==> src/rtl/seq_mm_pkg.sv <==
// -----------------------------------------------------------------------------
// seq_mm_pkg
// Shared definitions for the sequential matrix multiplier:
//   - FSM state encoding (plain constants plus an enum built on them)
//   - accumulator width helper
//   - index-counter width helper
// -----------------------------------------------------------------------------
package seq_mm_pkg;

    localparam logic [1:0] ST_IDLE = 2'd0;
    localparam logic [1:0] ST_MAC  = 2'd1;
    localparam logic [1:0] ST_DONE = 2'd2;

    typedef enum logic [1:0] {
        S_IDLE = ST_IDLE,
        S_MAC  = ST_MAC,
        S_DONE = ST_DONE
    } state_t;

    // Full-precision product is 2*DW bits.  Summing K_INNER of them needs
    // $clog2(K_INNER) growth bits.  One further bit keeps the unsigned case
    // positive when the accumulator is handled as a signed quantity.
    function automatic int acc_width(input int dw, input int k_inner);
        return 2 * dw + $clog2(k_inner) + 1;
    endfunction

    // Index counters need at least one bit, even for a dimension of 1.
    function automatic int idx_width(input int n);
        return (n > 1) ? $clog2(n) : 1;
    endfunction

endpackage

==> src/rtl/mac_unit.sv <==
// -----------------------------------------------------------------------------
// mac_unit
// Multiply-accumulate with a wrap / saturate reducer on the running sum.
//
// Ports
//   clk       : clock, rising edge
//   rst       : synchronous active-high reset, clears the accumulator
//   clr       : clear the accumulator (start of a new operation)
//   en        : perform one multiply-accumulate this cycle
//   last      : this product is the last term of the current element;
//               the accumulator is cleared instead of updated
//   sat_mode  : 1 = clamp the reduced result, 0 = keep the low CW bits
//   a, b      : operand elements (two's complement when SIGNED = 1)
//   red       : reduced value of (acc + a*b), valid while en is high
// -----------------------------------------------------------------------------
module mac_unit #(
    parameter int DW     = 8,
    parameter int ACC_W  = 18,
    parameter int CW     = 17,
    parameter int SIGNED = 0
) (
    input  logic          clk,
    input  logic          rst,
    input  logic          clr,
    input  logic          en,
    input  logic          last,
    input  logic          sat_mode,
    input  logic [DW-1:0] a,
    input  logic [DW-1:0] b,
    output logic [CW-1:0] red
);

    localparam int PW = 2 * DW + 2;

    logic signed [DW:0]      a_ext;
    logic signed [DW:0]      b_ext;
    logic signed [PW-1:0]    prod;
    logic signed [ACC_W-1:0] prod_ext;
    logic signed [ACC_W-1:0] acc_q;
    logic signed [ACC_W-1:0] sum;

    // Operands are widened by one bit so that a single signed multiplier
    // serves both modes: unsigned data gets a zero MSB, signed data a copy
    // of its sign bit.
    always_comb begin
        if (SIGNED != 0) begin
            a_ext = signed'({a[DW-1], a});
            b_ext = signed'({b[DW-1], b});
        end else begin
            a_ext = signed'({1'b0, a});
            b_ext = signed'({1'b0, b});
        end
        prod     = PW'(a_ext) * PW'(b_ext);
        // The product magnitude always fits in 2*DW+1 signed bits, so a
        // narrowing resize (K_INNER = 1) loses nothing.
        prod_ext = ACC_W'(prod);
        sum      = acc_q + prod_ext;
    end

    always_ff @(posedge clk) begin
        if (rst || clr) begin
            acc_q <= '0;
        end else if (en) begin
            acc_q <= last ? '0 : sum;
        end
    end

    generate
        if (CW < ACC_W) begin : g_narrow
            localparam logic [CW-1:0] U_MAX = '1;
            localparam logic [CW-1:0] S_MAX = U_MAX >> 1;
            localparam logic [CW-1:0] S_MIN = ~S_MAX;

            // Value fits when every bit above the result field repeats the
            // result sign (signed) or is zero (unsigned).
            function automatic logic [CW-1:0] reduce(
                input logic signed [ACC_W-1:0] v,
                input logic                    sat
            );
                logic fits;
                if (SIGNED != 0) begin
                    fits = (&v[ACC_W-1:CW-1]) | ~(|v[ACC_W-1:CW-1]);
                end else begin
                    fits = ~(|v[ACC_W-1:CW]);
                end
                if (!sat || fits) begin
                    return v[CW-1:0];
                end else if (SIGNED != 0) begin
                    return v[ACC_W-1] ? S_MIN : S_MAX;
                end else begin
                    return U_MAX;
                end
            endfunction

            always_comb red = reduce(sum, sat_mode);
        end else begin : g_wide
            // Result field is at least as wide as the accumulator: nothing
            // can overflow, so both modes reduce to a plain extension.
            always_comb red = CW'(sum);
        end
    endgenerate

endmodule

==> src/rtl/seq_matrix_multiplier.sv <==
// -----------------------------------------------------------------------------
// seq_matrix_multiplier
// Computes C = A x B one product per clock through a single MAC unit.
// A is M_ROWS x K_INNER, B is K_INNER x N_COLS, C is M_ROWS x N_COLS.
//
// Ports
//   clk       : clock, rising edge
//   rst       : synchronous active-high reset (wins over start)
//   start     : request a multiply; accepted only while idle
//   sat_mode  : 1 = saturate results to CW bits, 0 = wrap
//   A         : element (r,k) at bit offset (r*K_INNER+k)*DW
//   B         : element (k,c) at bit offset (k*N_COLS+c)*DW
//   busy      : high while an operation is running (MAC and DONE)
//   done      : one-cycle completion pulse
//   C         : element (r,c) at bit offset (r*N_COLS+c)*CW
// -----------------------------------------------------------------------------
module seq_matrix_multiplier
    import seq_mm_pkg::*;
#(
    parameter int M_ROWS  = 3,
    parameter int K_INNER = 2,
    parameter int N_COLS  = 6,
    parameter int DW      = 8,
    parameter int CW      = 2 * DW + $clog2(K_INNER),
    parameter int SIGNED  = 0
) (
    input  logic                             clk,
    input  logic                             rst,
    input  logic                             start,
    input  logic                             sat_mode,
    input  logic [M_ROWS*K_INNER*DW-1:0]     A,
    input  logic [K_INNER*N_COLS*DW-1:0]     B,
    output logic                             busy,
    output logic                             done,
    output logic [M_ROWS*N_COLS*CW-1:0]      C
);

    localparam int ACC_W = acc_width(DW, K_INNER);
    localparam int RW    = idx_width(M_ROWS);
    localparam int KW    = idx_width(K_INNER);
    localparam int NW    = idx_width(N_COLS);

    localparam logic [RW-1:0] R_LAST = RW'(M_ROWS - 1);
    localparam logic [KW-1:0] K_LAST = KW'(K_INNER - 1);
    localparam logic [NW-1:0] C_LAST = NW'(N_COLS - 1);

    state_t                          state;
    logic [RW-1:0]                   r_idx;
    logic [KW-1:0]                   k_idx;
    logic [NW-1:0]                   c_idx;

    logic [M_ROWS*K_INNER*DW-1:0]    a_q;
    logic [K_INNER*N_COLS*DW-1:0]    b_q;
    logic                            sat_q;
    logic [M_ROWS*N_COLS*CW-1:0]     c_q;

    logic                            accept;
    logic                            mac_en;
    logic                            k_last;
    logic [DW-1:0]                   a_elem;
    logic [DW-1:0]                   b_elem;
    logic [CW-1:0]                   red;
    int                              c_off;

    always_comb begin
        accept = (state == S_IDLE) && start;
        mac_en = (state == S_MAC);
        k_last = (k_idx == K_LAST);
        a_elem = a_q[(int'(r_idx) * K_INNER + int'(k_idx)) * DW +: DW];
        b_elem = b_q[(int'(k_idx) * N_COLS + int'(c_idx)) * DW +: DW];
        c_off  = (int'(r_idx) * N_COLS + int'(c_idx)) * CW;
    end

    // Operand snapshot: later changes on A/B/sat_mode cannot disturb a
    // running operation.  Pure data, so no reset.
    always_ff @(posedge clk) begin
        if (accept) begin
            a_q   <= A;
            b_q   <= B;
            sat_q <= sat_mode;
        end
    end

    always_ff @(posedge clk) begin
        if (rst) begin
            state <= S_IDLE;
            r_idx <= '0;
            c_idx <= '0;
            k_idx <= '0;
            c_q   <= '0;
        end else begin
            case (state)
                S_IDLE: begin
                    if (start) begin
                        r_idx <= '0;
                        c_idx <= '0;
                        k_idx <= '0;
                        state <= S_MAC;
                    end
                end
                S_MAC: begin
                    if (k_last) begin
                        // Last term of element (r,c): the reducer already sees
                        // acc + this product, so commit it and move on.  Other
                        // elements of C keep their previous contents.
                        c_q[c_off +: CW] <= red;
                        k_idx <= '0;
                        if (c_idx == C_LAST) begin
                            c_idx <= '0;
                            if (r_idx == R_LAST) begin
                                r_idx <= '0;
                                state <= S_DONE;
                            end else begin
                                r_idx <= r_idx + RW'(1);
                            end
                        end else begin
                            c_idx <= c_idx + NW'(1);
                        end
                    end else begin
                        k_idx <= k_idx + KW'(1);
                    end
                end
                S_DONE: begin
                    state <= S_IDLE;
                end
                default: begin
                    state <= S_IDLE;
                end
            endcase
        end
    end

    mac_unit #(
        .DW     (DW),
        .ACC_W  (ACC_W),
        .CW     (CW),
        .SIGNED (SIGNED)
    ) u_mac (
        .clk      (clk),
        .rst      (rst),
        .clr      (accept),
        .en       (mac_en),
        .last     (k_last),
        .sat_mode (sat_q),
        .a        (a_elem),
        .b        (b_elem),
        .red      (red)
    );

    assign busy = (state != S_IDLE);
    assign done = (state == S_DONE);
    assign C    = c_q;

endmodule

==> config.mk <==
export PLATFORM = sky130hd
export DESIGN_NAME = seq_matrix_multiplier
export DESIGN_NICKNAME = d
export VERILOG_FILES = /design/src/rtl/seq_mm_pkg.sv /design/src/rtl/mac_unit.sv /design/src/rtl/seq_matrix_multiplier.sv
export SDC_FILE = /design/constraint.sdc
export NUM_CORES = 1
export LEC_CHECK = 0
export CAP_MARGIN = 10
export CORE_MARGIN = 3
export CORE_UTILIZATION = 55
export CTS_BUF_LIST = sky130_fd_sc_hd__clkbuf_16
export DETAILED_ROUTE_END_ITERATION = 8
export PLACE_DENSITY_LB_ADDON = 0.25
export SLEW_MARGIN = 20
export SYNTH_ARGS = -nofsm -noshare
export SYNTH_HDL_FRONTEND = slang
export SYNTH_SLANG_ARGS = --single-unit
==> constraint.sdc <==
create_clock -name clk -period 22.7 [get_ports clk]
set_clock_uncertainty 0.05 [all_clocks]
set_input_delay 2.27 -clock clk [delete_from_list [all_inputs] [get_ports clk]]
set_output_delay 2.27 -clock clk [all_outputs]
set_load 0.05 [all_outputs]
==> impl_metrics.py, run 1 <==
metrics = {
    "synth": {
        "ys_seq_area_share_pct": 53.29,
        "async_flop_share_pct": 0,
        "synth_edf_count": 145,
        "syn_inst": 1816,
        "ys_warn_count": 0,
        "avgSynthCellArea_um2": 11.37,
        "ys_ff_latch": 477,
        "synth_ff_type": "dfxtp_1",
        "netlist_area_um2": 20640,
        "syn_nets": 2063,
        "netlist-cell-type-count": 66,
    },
    "timing": {
        "setup_tns_ns": 0,
        "hold_violations": 0,
        "tightest_slew_ns": 1.084,
        "slew_viol_final": 0,
        "rsz0062_at_grt": "no",
        "fmaxAchievable_ghz": 0.1071,
        "fin_crit_ns": 9.334,
        "setup_slack_ns": 13.37,
        "finalCritPeriodShare_pct": 41.12,
        "setup_viol": 0,
        "max_slew_margin_pct": 27.75,
    },
    "clock_tree": {
        "path_clk_slew_ns": 0.07,
        "cts-htree-levels": 2,
        "clockBufferDepth": 3,
        "cts.sinks": 477,
        "root_buffer": "clkbuf_16",
        "cts_tree": "built",
        "postCtsSetupBuffers": 0,
        "cts_buffers": 49,
        "insertion_delay_ns": 0.58,
        "cts_hold_buf": 0,
        "ctsResizeCount": 0,
    },
    "setup_path": {
        "critPathMaxFanout": 22,
        "end_kind": "flip-flop",
        "critPathBufInv": 7,
        "required_ns": 23.05,
        "critical_path_depth": 30,
        "path_delay_family": "adder cells",
        "cp.arrival_ns": 9.68,
        "cp_slowest_cell": "a211oi_4",
        "cp-start-kind": "flip-flop",
        "worst-setup-path-type": "reg -> reg",
        "reg2reg_depth": 30,
        "slowest_delay_ns": 0.92,
    },
    "grt": {
        "grt_max_degree": 138,
        "grt_pass1_vias": 15546,
        "antenna_found_initial": 0,
        "grt_remaining_overflow": 0,
        "grt_pass1_wl_um": 89090,
        "grt_usage_pct": 28.95,
    },
    "cells_and_area": {
        "syn_to_final_growth_pct": 31.35,
        "finalInstanceArea_um2": 27120,
        "diodes": 0,
        "fin_cells": 2740,
        "drive_above_1_share_pct": 12.68,
        "num-nets-final": 2480,
        "nFillCells": 2502,
    },
    "pwr": {
        "pwr-share-seq_pct": 24.7,
        "power.density_nw_per_um2": 137.0,
        "total_leakage_power_nw": 9.419,
        "peakVddDrop_v": 0.0003670,
        "comb_power_share_pct": 54.1,
        "switchingPower_mw": 1.733,
        "switching_share_pct": 46.66,
        "p_int_mw": 1.982,
        "clkPwrFrac_pct": 21.2,
    },
    "run": {
        "maxCapViolCount": 0,
    },
    "place": {
        "place_congestion": 0.9045,
        "post-place-ws_ns": 13.42,
        "dp_hpwl_um": 42330,
        "port_buffers": 455,
        "post_dp_cell_area_um2": 25510,
        "dp.cells": 2648,
    },
    "min_path": {
        "hold-path-cell-count": 2,
        "hold_class": "reg -> reg",
    },
    "die": {
        "ios": 456,
        "core-area_um2": 36790,
        "die_x_um": 199.7,
        "rows": 70,
        "start_util_pct": 56.12,
        "fp.dieH_um": 199.7,
        "die_area_um2": 39890,
    },
    "route": {
        "wl_per_cell_um": 21.59,
        "drc_errors": 0,
        "vias": 15782,
        "drt_first_pass_iters": 5,
        "ant_nets": 0,
        "drt_iter0_markers": 1022,
        "wirelength_um": 59170,
        "routed_via_density": 5.760,
    },
    "outcome": {
        "status": "finished clean",
    },
}
synth_stat cells (11+ instances only):
cell type | n | area share, %
ha_1 | 60 | 3.6
a211oi_1 | 201 | 7.3
o21ai_1 | 13 | 0.32
fa_1 | 39 | 3.8
o2bb2ai_1 | 17 | 0.72
mux2_2 | 16 | 0.87
clkbuf_1 | 65 | 1.2
xnor2_1 | 18 | 0.76
a21oi_1 | 31 | 0.75
o21ai_0 | 21 | 0.51
inv_1 | 73 | 1.3
nor2_1 | 363 | 6.6
edfxtp_1 | 145 | 21
nor3_4 | 11 | 0.87
dfxtp_1 | 332 | 32
or2_2 | 16 | 0.48
nand3_1 | 11 | 0.27
nor3_1 | 12 | 0.29
a22oi_1 | 26 | 0.95
buf_2 | 42 | 1.0
a211oi_2 | 77 | 4.7
nand2_1 | 41 | 0.75
mux4_2 | 32 | 3.5
worst reg2reg max path: cells and delay by family, from the launching register on:
kind	cells	cell delay [ns]
xor+xnor	1	0.15
mux	1	0.40
fa+ha+maj	8	3.51
buf+inv	7	0.86
simple gates	4	0.95
flops	1	0.35
compound gates	9	2.90
per-stage QoR:
step / power (mW) / hold slack (ns) / util [%]
after floorplan: 2.251 / 0.3906 / -
final: 3.715 / 0.4052 / 73.71
after detailed placement: 2.901 / 0.3949 / 69.36
after global routing: 3.864 / 0.4390 / 73.71
after CTS: 3.692 / 0.4030 / 73.63
after global placement: 2.864 / 0.3859 / 69.32
sequential cells by signal, summed over array words and instances, names as in the netlist:
name	cells
k_idx	1
sat_q	1
C	306
c_idx	3
u_mac.acc_q	18
a_q	48
b_q	96
state	2
r_idx	2
routing by layer:
| layer | vias up | wire, µm | GRT usage (%) |
|---|---|---|---|
| met1 | 7577 | 23090 | 35.95 |
| met3 | 146 | 4532 | 6.479 |
| met4 | 0 | 2459 | 11.37 |
| met5 | - | 0 | 0 |
| li1 | 7411 | - | - |
| met2 | 648 | 29090 | 49.68 |
layout by cell type, fill, tap and decap left out, drive strengths merged, types with 12 or more instances in the layout:
cell type	n
nor3	26
buf	39
or2	16
a22oi	26
fa	39
clkdlybuf4s50	454
a211oi	278
dfxtp	332
inv	91
edfxtp	145
nand2	41
o21ai	36
a21oi	31
mux2	16
clkbuf	51
xnor2	18
clkinv	18
o2bb2ai	17
nor2	372
nand3	12
ha	60
mux4	32
path summary, 6_finish.rpt:
check                           from             endpoint  slack [ns]
hold reg to reg   C[26]$_SDFFE_PP0P_   C[26]$_SDFFE_PP0P_        0.41
hold / removal    C[26]$_SDFFE_PP0P_   C[26]$_SDFFE_PP0P_        0.41
setup / recovery  k_idx$_SDFFE_PP0P_  C[247]$_SDFFE_PP0P_       13.37
setup reg to reg  k_idx$_SDFFE_PP0P_  C[247]$_SDFFE_PP0P_       13.37
power groups by stage:
stage / registers [mW] / logic, mW / clock network [mW]
3_5_place_dp: 0.936 / 1.97 / 0
3_3_place_gp: 0.934 / 1.93 / 0
2_1_floorplan: 0.941 / 1.31 / 0
4_1_cts: 0.918 / 1.98 / 0.799
5_1_grt: 0.919 / 2.12 / 0.829
6_report: 0.917 / 2.01 / 0.788
cell type report:
type	count	area [µm²]	area share [%]
inverter	75	281.5	1.038
timing repair buffer	493	4867	17.95
sequential	477	11000	40.57
clock buffer	51	1276	4.707
multi-input combinational	1137	8811	32.49
clock inverter	39	292.8	1.080
tap	468	585.6	2.159
kinds of logic (layout without fill, tap and decap cells):
kind of cell	count (synthesis)	in the layout	synth area share, %
AO/OA/AOI/OAI	451	451	17.99
flip-flops	477	477	53.29
AND/OR/NAND/NOR	513	513	11.39
multiplexers	49	49	4.412
adder cells (fa/ha/maj)	99	99	7.419
buffers and inverters	202	658	4.437
XOR/XNOR	25	25	1.061
No activity file was read; power rests on OpenSTA's default activity.
==> run 2, diff against run 1 <==
--- a/config.mk
+++ b/config.mk
@@ -7,7 +7,7 @@
 export LEC_CHECK = 0
 export CAP_MARGIN = 10
 export CORE_MARGIN = 3
-export CORE_UTILIZATION = 55
+export CORE_UTILIZATION = 46
 export CTS_BUF_LIST = sky130_fd_sc_hd__clkbuf_16
 export DETAILED_ROUTE_END_ITERATION = 8
 export PLACE_DENSITY_LB_ADDON = 0.25
==> constraint.sdc (replaced) <==
create_clock -name clk -period 8.1 [get_ports clk]
set_clock_uncertainty 0.05 [all_clocks]
set_input_delay 0.81 -clock clk [delete_from_list [all_inputs] [get_ports clk]]
set_output_delay 0.81 -clock clk [all_outputs]
set_load 0.05 [all_outputs]
==> impl_metrics.py, run 2 (synthesis results as in run 1) <==
metrics = {
    "pwr": {
        "total_power_mw": 11.33,
        "power.density_nw_per_um2": 407.1,
        "peakVddDrop_v": 0.0007112,
        "total_leakage_power_nw": 9.710,
    },
    "place": {
        "place_congestion": 0.9100,
        "post-place-ws_ns": -0.04654,
        "port_buffers": 455,
        "post_dp_cell_area_um2": 26130,
        "dp_hpwl_um": 44480,
    },
    "cells_and_area": {
        "drive_above_1_share_pct": 15.20,
        "finalInstanceArea_um2": 27820,
        "nFillCells": 3422,
        "syn_to_final_growth_pct": 34.77,
        "num-nets-final": 2536,
        "most-common-layout-cells": "454 x clkdlybuf4s50_1, 362 x nor2_1, 330 x dfxtp_1",
        "multi_input_area_um2": 8862,
        "largest_reg_flops": 306,
        "seqCellArea_um2": 11000,
        "diodes": 0,
        "layout_commonest_cell": "clkdlybuf4s50_1",
    },
    "grt": {
        "grt_remaining_overflow": 0,
        "antenna_found_initial": 0,
        "grt_max_degree": 110,
        "grt_pass1_vias": 16097,
        "grt_pass1_wl_um": 93950,
        "grt_usage_pct": 25.38,
    },
    "timing": {
        "hold_violations": 0,
        "fin_crit_ns": 7.823,
        "slew_viol_final": 0,
        "finalCritPeriodShare_pct": 96.59,
        "max_slew_margin_pct": 31.45,
        "setup_slack_ns": 0.2765,
        "tightest_slew_ns": 1.028,
        "fmaxAchievable_ghz": 0.1278,
        "setup_viol": 0,
    },
    "route": {
        "routed_via_density": 5.492,
        "wl_per_cell_um": 21.24,
        "vias": 15970,
        "drt_first_pass_iters": 5,
        "wirelength_um": 61780,
        "drt_iter0_markers": 1171,
        "drc_errors": 0,
        "ant_nets": 0,
    },
    "min_path": {
        "hold_class": "reg -> reg",
    },
    "setup_path": {
        "cp_slowest_cell": "fa_2",
        "required_ns": 8.49,
        "end_kind": "flip-flop",
        "worst-setup-path-type": "reg -> reg",
        "critPathMaxFanout": 10,
        "cp.arrival_ns": 8.21,
        "slowest_delay_ns": 0.69,
        "cpMostUsedCell": "inv_1",
        "reg2reg_slack_ns": 0.28,
        "cp-start-kind": "flip-flop",
    },
    "clock_tree": {
        "insertion_delay_ns": 0.59,
        "cts_hold_buf": 0,
        "cts_buffers": 49,
        "cts-htree-levels": 2,
        "root_buffer": "clkbuf_16",
        "cts.sinks": 477,
        "cts_tree": "built",
        "path_clk_slew_ns": 0.06,
        "clockBufferDepth": 3,
    },
    "die": {
        "core-area_um2": 43740,
        "rows": 76,
        "fp.dieH_um": 217.8,
        "ios": 456,
        "start_util_pct": 47.19,
        "die_area_um2": 47450,
        "die_x_um": 217.8,
    },
    "run": {
        "maxCapViolCount": 0,
    },
    "outcome": {
        "status": "finished clean",
    },
}
-- run 2: cell types whose count changed in the layout (fill, tap and decap cells not counted), sizes merged --
cell | previous run | this run
buf | 39 | 94
bufinv | 4 | 0
clkbuf | 51 | 52
clkinv | 18 | 19
clkinvlp | 1 | 0
inv | 91 | 90
-- run 2: stage by stage --
step | hold WS [ns] | TNS, ns | utilization (%) | cells
after CTS | 0.3997 | 0 | 63.15 | 2895
after detailed placement | 0.3916 | -1.039 | 59.74 | 2807
after global routing | 0.4237 | -0.4378 | 63.60 | 2908
final | 0.4009 | 0 | 63.60 | 2908
after floorplan | 0.3906 | 0 | - | 1816
after global placement | 0.3854 | 0 | 59.74 | 2807
-- run 2: timing repair --
item / 4_1_cts / 5_1_grt
endpoints found under the setup margin: 204 / 302
gates cloned: 0 / 1
gates resized for setup: 0 / 15
pin swaps: 1 / 6
setup buffers: 3 / 11
-- run 2: cell type report --
cell class | instances | area share (%)
clock buffer | 51 | 4.587
sequential | 477 | 39.55
multi-input combinational | 1137 | 31.85
clock inverter | 34 | 0.6386
tap | 585 | 2.631
timing repair buffer | 549 | 19.73
inverter | 75 | 1.012
-- run 2: metal layers --
| metal | track usage (%) | routed length, µm | vias to the layer above |
|---|---|---|---|
| li1 | - | - | 7525 |
| met1 | 31.73 | 25220 | 7791 |
| met2 | 44.66 | 31040 | 555 |
| met3 | 4.584 | 3717 | 99 |
| met4 | 8.110 | 1793 | 0 |
| met5 | 0 | 0 | - |
-- run 2: worst max-delay path, delay by kind of cell (launching register included) --
| family | cells | cell delay (ns) |
|---|---|---|
| and+or+nand+nor | 4 | 1.09 |
| xor gates and xnor gates | 1 | 0.18 |
| DFF | 1 | 0.35 |
| muxes | 1 | 0.37 |
| buffers and inverters | 7 | 0.66 |
| AOI/OAI and AO/OA | 7 | 1.47 |
| adders and majority gates | 8 | 3.48 |
-- run 2: final timing paths --
kind / cells after the start / to / from
setup / recovery: 28 / C[31]$_SDFFE_PP0P_ / c_idx[1]$_SDFFE_PP0P_
hold / removal: 2 / C[19]$_SDFFE_PP0P_ / C[19]$_SDFFE_PP0P_
setup reg to reg: 28 / C[31]$_SDFFE_PP0P_ / c_idx[1]$_SDFFE_PP0P_
hold reg to reg: 2 / C[19]$_SDFFE_PP0P_ / C[19]$_SDFFE_PP0P_
-- run 2: report_power, final --
group          switching (mW)  total (mW)  internal (mW)
registers              0.0305        2.57           2.54
logic                    4.23        6.69           2.46
clock network           0.927        2.07           1.14
==> run 3, diff against run 2 <==
--- a/config.mk
+++ b/config.mk
@@ -9,6 +9,7 @@
 export CORE_MARGIN = 3
 export CORE_UTILIZATION = 46
 export CTS_BUF_LIST = sky130_fd_sc_hd__clkbuf_16
+export CTS_CLUSTER_SIZE = 40
 export DETAILED_ROUTE_END_ITERATION = 8
 export PLACE_DENSITY_LB_ADDON = 0.25
 export SLEW_MARGIN = 20
==> impl_metrics.py, run 3 (synthesis results as in run 1) <==
metrics = {
    "route": {
        "vias": 15916,
        "drt_first_pass_iters": 7,
        "wl_per_cell_um": 21.15,
        "drc_errors": 0,
        "drt_iter0_markers": 1048,
        "wirelength_um": 61500,
        "ant_nets": 0,
        "routed_via_density": 5.473,
    },
    "die": {
        "rows": 76,
        "ios": 456,
        "fp.dieH_um": 217.8,
        "die_x_um": 217.8,
        "core-area_um2": 43740,
        "start_util_pct": 47.19,
        "die_area_um2": 47450,
    },
    "timing": {
        "slew_viol_final": 0,
        "max_slew_margin_pct": 28.08,
        "tightest_slew_ns": 1.079,
        "hold_violations": 0,
        "setup_viol": 0,
        "fmaxAchievable_ghz": 0.1288,
        "setup_slack_ns": 0.3359,
        "fin_crit_ns": 7.764,
        "finalCritPeriodShare_pct": 95.85,
    },
    "setup_path": {
        "worst-setup-path-type": "reg -> reg",
        "reg2reg_to": "C[31]$_SDFFE_PP0P_",
        "required_ns": 8.47,
        "reg2reg_depth": 28,
        "cp.arrival_ns": 8.14,
        "critPathMaxFanout": 10,
        "cpMostUsedCell": "inv_1",
        "cp_slowest_cell": "fa_2",
        "reg2reg_slack_ns": 0.34,
        "slowest_delay_ns": 0.69,
        "end_kind": "flip-flop",
        "r2r-start": "k_idx$_SDFFE_PP0P_",
        "cp-start-kind": "flip-flop",
    },
    "pwr": {
        "switching_share_pct": 45.61,
        "power.density_nw_per_um2": 400.5,
        "pwr-share-seq_pct": 23.1,
        "switchingPower_mw": 5.080,
        "peakVddDrop_v": 0.0006723,
        "clkPwrFrac_pct": 18.5,
        "total_leakage_power_nw": 9.681,
        "p_int_mw": 6.057,
        "comb_power_share_pct": 58.5,
        "total_power_mw": 11.14,
    },
    "clock_tree": {
        "insertion_delay_ns": 0.58,
        "cts_tree": "built",
        "cts.sinks": 477,
        "clockBufferDepth": 3,
        "path_clk_slew_ns": 0.06,
        "cts-htree-levels": 2,
        "cts_buffers": 50,
        "root_buffer": "clkbuf_16",
    },
    "cells_and_area": {
        "largest_reg_flops": 306,
        "most-common-layout-cells": "454 x clkdlybuf4s50_1, 362 x nor2_1, 330 x dfxtp_1",
        "syn_to_final_growth_pct": 34.70,
        "diodes": 0,
        "layout_commonest_cell": "clkdlybuf4s50_1",
        "drive_above_1_share_pct": 15.28,
        "num-nets-final": 2535,
    },
    "min_path": {
        "min_to": "C[19]$_SDFFE_PP0P_",
        "min_from": "C[19]$_SDFFE_PP0P_",
        "hold_class": "reg -> reg",
        "hold-path-cell-count": 2,
    },
    "grt": {
        "grt_pass1_vias": 16110,
        "grt_remaining_overflow": 0,
        "grt_pass1_wl_um": 93920,
        "grt_usage_pct": 25.36,
        "antenna_found_initial": 0,
        "grt_max_degree": 110,
    },
    "place": {
        "port_buffers": 455,
        "post-place-ws_ns": -0.04654,
        "dp_hpwl_um": 44480,
        "place_congestion": 0.9100,
    },
    "run": {
        "maxCapViolCount": 0,
    },
    "outcome": {
        "status": "finished clean",
    },
}
[run 3: through the flow]
| step | instance area [µm²] | util [%] | TNS [ns] | hold slack [ns] | instances |
|---|---|---|---|---|---|
| 2_1_floorplan | 20650 | - | 0 | 0.3906 | 1816 |
| 5_1_grt | 27810 | 63.57 | -0.1881 | 0.4237 | 2908 |
| 4_1_cts | 27620 | 63.15 | 0 | 0.3997 | 2897 |
| 3_5_place_dp | 26130 | 59.74 | -1.039 | 0.3916 | 2807 |
| 6_report | 27810 | 63.57 | 0 | 0.4000 | 2908 |
| 3_3_place_gp | 26130 | 59.74 | 0 | 0.3854 | 2807 |
[run 3: cell type report]
cell class / count / area (µm²)
Clock buffer: 51 / 1276
Clock inverter: 36 / 178.9
Fill cell: 3426 / 15940
Inverter: 75 / 281.5
Multi-Input combinational cell: 1137 / 8875
Sequential cell: 477 / 11000
Tap cell: 585 / 732.0
Timing Repair Buffer: 547 / 5460
[run 3: worst max-delay path: cells and delay by family, from the launching register on]
kind | cells | cell delay [ns]
AND/OR/NAND/NOR | 4 | 1.09
XOR/XNOR | 1 | 0.18
buffers and inverters | 7 | 0.63
multiplexers | 1 | 0.37
flip-flops | 1 | 0.36
adder cells (fa/ha/maj) | 8 | 3.47
AO/OA/AOI/OAI | 7 | 1.45
[run 3: repair_timing]
item	in CTS	in global routing
pin swaps	1	7
setup buffers	3	9
gates resized for setup	0	23
cloned	0	1
hold buffers	0	0
endpoints found under the setup margin	204	302
[run 3: power by group through the flow]
stage               Combinational (mW)  Sequential [mW]  Clock (mW)
finish                            6.51             2.57        2.06
global placement                  6.24             2.62           0
global route                      6.89             2.58        2.20
detailed placement                6.28             2.62           0
floorplan                         3.67             2.63           0
CTS                               6.30             2.57        2.10
[run 3: worst max path at each step]
stage / startpoint / end / slack (ns) / cells after the start
after global placement: k_idx$_SDFFE_PP0P_ / C[82]$_SDFFE_PP0P_ / 0.13 / 27
after detailed placement: k_idx$_SDFFE_PP0P_ / C[281]$_SDFFE_PP0P_ / -0.05 / 31
after CTS: k_idx$_SDFFE_PP0P_ / C[184]$_SDFFE_PP0P_ / 0.02 / 27
final: k_idx$_SDFFE_PP0P_ / C[31]$_SDFFE_PP0P_ / 0.34 / 28
after floorplan: k_idx$_SDFFE_PP0P_ / C[204]$_SDFFE_PP0P_ / 0.15 / 31
after global routing: k_idx$_SDFFE_PP0P_ / C[26]$_SDFFE_PP0P_ / -0.03 / 30
[run 3: metal layers]
layer	up-vias	track usage, %	wire length [µm]	share of wire [%]
met5	-	0	0	0
met4	0	8.654	1918	3.1
met3	100	4.194	3821	6.2
met2	548	44.83	30830	50
met1	7752	31.56	24930	41
li1	7516	-	-	-
